## config.mk

```make
export PLATFORM = sky130hd
export DESIGN_NAME = example1_and_gate
export DESIGN_NICKNAME = d
export VERILOG_FILES = /design/src/rtl/example1_and_gate.sv
export SDC_FILE = /design/constraint.sdc
export NUM_CORES = 1
export LEC_CHECK = 0
export ABC_CLOCK_PERIOD_IN_PS = 800
export BUFFER_PORTS_ARGS = -buffer_cell sky130_fd_sc_hd__buf_2
export CAP_MARGIN = 5
export CORE_AREA = 4 4 41 43
export DETAILED_ROUTE_END_ITERATION = 8
export DIE_AREA = 0 0 45 47
export SLEW_MARGIN = 25
export SYNTH_ARGS = -nofsm -noshare
export SYNTH_HDL_FRONTEND = slang
export SYNTH_SLANG_ARGS = --single-unit
```

## constraint.sdc

```tcl
create_clock -name system_clock -period 0.8 [get_ports system_clock]
set_input_delay 0 -clock system_clock [delete_from_list [all_inputs] [get_ports system_clock]]
set_output_delay 0 -clock system_clock [all_outputs]
set_load 0.05 [all_outputs]
```

## src/rtl/example1_and_gate.sv

```systemverilog
// Registered bitwise AND of two operand buses: one combinational AND stage
// feeding a single output register, cleared asynchronously by an active-low reset.
module example1_and_gate #(
  parameter int DATA_WIDTH = 8
) (
  input  logic                  system_clock,
  input  logic                  system_rst_n,
  input  logic [DATA_WIDTH-1:0] first_data_in,
  input  logic [DATA_WIDTH-1:0] second_data_in,
  output logic [DATA_WIDTH-1:0] data_out_and_gate
);

  logic [DATA_WIDTH-1:0] and_d;
  logic [DATA_WIDTH-1:0] and_q;

  // There is no enable or handshake: a fresh result is captured on every edge.
  always_comb begin
    and_d = first_data_in & second_data_in;
  end

  always_ff @(posedge system_clock or negedge system_rst_n) begin
    if (!system_rst_n) begin
      and_q <= '0;
    end else begin
      and_q <= and_d;
    end
  end

  assign data_out_and_gate = and_q;

endmodule

```

# Yosys cells after proc, flatten, opt, wreduce, memory -nomap -nowiden
# Index checks and enable logic that the tools add are counted.
# op_classes
addsub	0
n_mux	0
mul	0
n_reduce_logical	0
bitwise	1
n_eq_ne	0
order_cmp	0
shifts	0
n_div	0
# op_table
op	count
bitwise AND 8 bit	1
# word_totals
out_inout_bits	8
latch_bits	0
ramBits	0
rom_bits	0
mem_count	0
inputBits	18
regBits	8
wordCells	2

# Logic depth before layout (Yosys ltp)
# depth
ltp_word	1
depth_mapped	1
mapped_depth_nobuf	1

# Worst setup path before layout
# Ideal clock, no wire load.
# synth_path
path_kind	register -> output
start	register and_q[0] (netlist: data_out_and_gate[0])
end	output data_out_and_gate[0]
required_ns	0.800
arrival_ns	0.586
n_path_buf	0
stages_incl_launch_ff	1
slack_ns	0.214
cell_sequence	dfrtp_1
# synth_lines
element	line	source
start: declaration	14	logic [DATA_WIDTH-1:0] and_q;
start signal: assignment	25	and_q <= and_d;
end: declaration	10	output logic [DATA_WIDTH-1:0] data_out_and_gate
# No word-level cell between the ends.

# Final worst setup path
# layout_path
start	register and_q[3] (netlist: data_out_and_gate[3])
end	output data_out_and_gate[3]
# No word-level cell between the ends.

==> metrics <==
status complete, no violations; DR vias/cell 3.61; clock buffer depth 2; Layout area overhead 155%; Synth area leader dfrtp_1; initial antenna violation count 0; CTS buffer count 3; library cells used by synthesis 2; CP delay by family, top flip-flops; Crit path required time 800 ps; pwr dens 1510 nW/um^2; Final Instance Count excl. Fillers 76; worst setup path end data_out_and_gate[3]; FP Rows 13; post-synthesis mux area share 0%; count of final setup violators 0; Largest register FFs 8; Post-Syn Area per Cell 15.6 um^2; Ys Warns 0; largest net degree at the start of global routing 9; Final ANT Viol Nets 0; Global Route Usage Sum 8.16%; slew margin rel. 88.9%; Final Hold Fails 0; Pleak 0.325 nW; post-layout min period 763 ps; period utilization 95.4%; number of port buffers 25; Avg WL per Cell 9.53 um; Synth Area in XOR/XNOR 0%; routed wire length 724 um; Clock transition at path regs 50 ps; first-pass GRT wire length 1.15 mm; number of buffers and inverters on the critical path 1; CP Class flop to output port; vias in the first global route 313; grt ovf 0; clock tree sinks 8; adder-cell share of the synthesized area 0%; DRC violations left 0; CP max stage cell dfrtp_1; Synth top area share 80.0%; crit path from data_out_and_gate[3]$_DFF_PN0_; worst supply voltage drop on vdd 0.544 mV; number of H-tree levels 1; Worst-Margin Slew 166 ps; register area share after synthesis 80.0%; Placed Cells 56; Crit. path cell count 1; Final #Nets 81; Die W 45 um; DR pass1 iterations 1; Hold Crit Class primary input to asynchronous set/reset pin; sequential cell area 200 um^2; Max Freq 1310 MHz; CP max stage delay 370 ps; multi-input gate area in the final layout 50.0 um^2; core area 1300 um^2; compound-gate portion of the synthesized area 0%; Layout fillers 134; Tot Pwr 0.960 mW; CTS tree built; fin. max-slew vios 0; largest family of logic cells by synthesized area simple AND/OR/NAND/NOR gates; gpl congestion 0.584; endpoint type of the worst setup path output port; RSZ-0062 raised after global routing true; layout cell share with drive strength beyond 1 45.9%; WP data arrival 760 ps; Synth Area in Simple Gates 20.0%; Mapped Area 250 um^2; IO Pins 26; worst path cell trace buf_6; vias post-DR 274; Starting DRT DRC Count 0; Max Cap Viol 0; Yosys reg bits 8; die height 47 um; Die ar. 2120 um^2; Antenna diodes 0; Worst setup SP type flop; Syn Inst Count 16; syn nets 34; fin util 48.9%; clock root buffer clkbuf_4; critical-path maximum fanout 1; initial core utilization 19.2%; Synth area leaders dfrtp_1 (80%), and2_1 (20%)
[placed cells by master (no fill, tap or decap)]
cell           count
dfrtp_1            8
clkbuf_4           3
buf_2             17
and2_1             8
dlygate4sd3_1     17
buf_6              8
[report_power, final]
group | switching [mW] | internal, mW | total (mW) | leakage [nW]
Sequential | 0.00924 | 0.426 | 0.435 | 0.103
Combinational | 0.112 | 0.132 | 0.244 | 0.208
Clock | 0.111 | 0.170 | 0.280 | 0.0138
[Yosys cell counts]
library cell,instances
dfrtp_1,8
and2_1,8
[kinds of logic after synthesis]
family and Yosys count:
flip-flops 8, AND/OR/NAND/NOR 8
[layer usage]
metal | track usage (%) | up-vias | share of wire [%]
li1 | - | 139 | -
met5 | 0 | - | 0
met2 | 13.8 | 13 | 63
met4 | 8.77 | 0 | 0
met3 | 3.07 | 0 | 7.7
met1 | 7.08 | 122 | 29
[what timing repair did]
action                                  in CTS  in global routing
endpoints found under the setup margin       8                  8
pin swaps                                    0                  0
endpoints found under the hold margin       16                  0
buffers inserted                             0                  0
hold buffers                                17                  0
gates resized for setup                      9                  7
[per-stage QoR]
stage	hold WS (ps)	TNS [ps]	instance area, um^2	setup slack [ps]
detailed placement	-152	0	394	233
global route	135	-44.0	637	-13.5
global placement	-155	0	394	248
floorplan	-296	0	250	214
CTS	126	0	611	4.18
finish	128	0	637	36.8
[final cells by class]
| type | instances | area share (%) |
|---|---|---|
| timing repair buffer | 42 | 54.2 |
| tap | 15 | 2.95 |
| clock buffer | 3 | 3.54 |
| multi-input combinational | 8 | 7.86 |
| sequential | 8 | 31.4 |
[worst min path at each step]
stage | cells after the start | to | start | slack, ps
2_1_floorplan | 0 | data_out_and_gate[0]$_DFF_PN0_ | system_rst_n | -300
3_3_place_gp | 1 | data_out_and_gate[1]$_DFF_PN0_ | system_rst_n | -160
3_5_place_dp | 1 | data_out_and_gate[1]$_DFF_PN0_ | system_rst_n | -150
4_1_cts | 2 | data_out_and_gate[1]$_DFF_PN0_ | system_rst_n | 130
5_1_grt | 2 | data_out_and_gate[1]$_DFF_PN0_ | system_rst_n | 140
6_report | 2 | data_out_and_gate[6]$_DFF_PN0_ | system_rst_n | 130
Note: power is estimated with default switching activity, not from simulation.
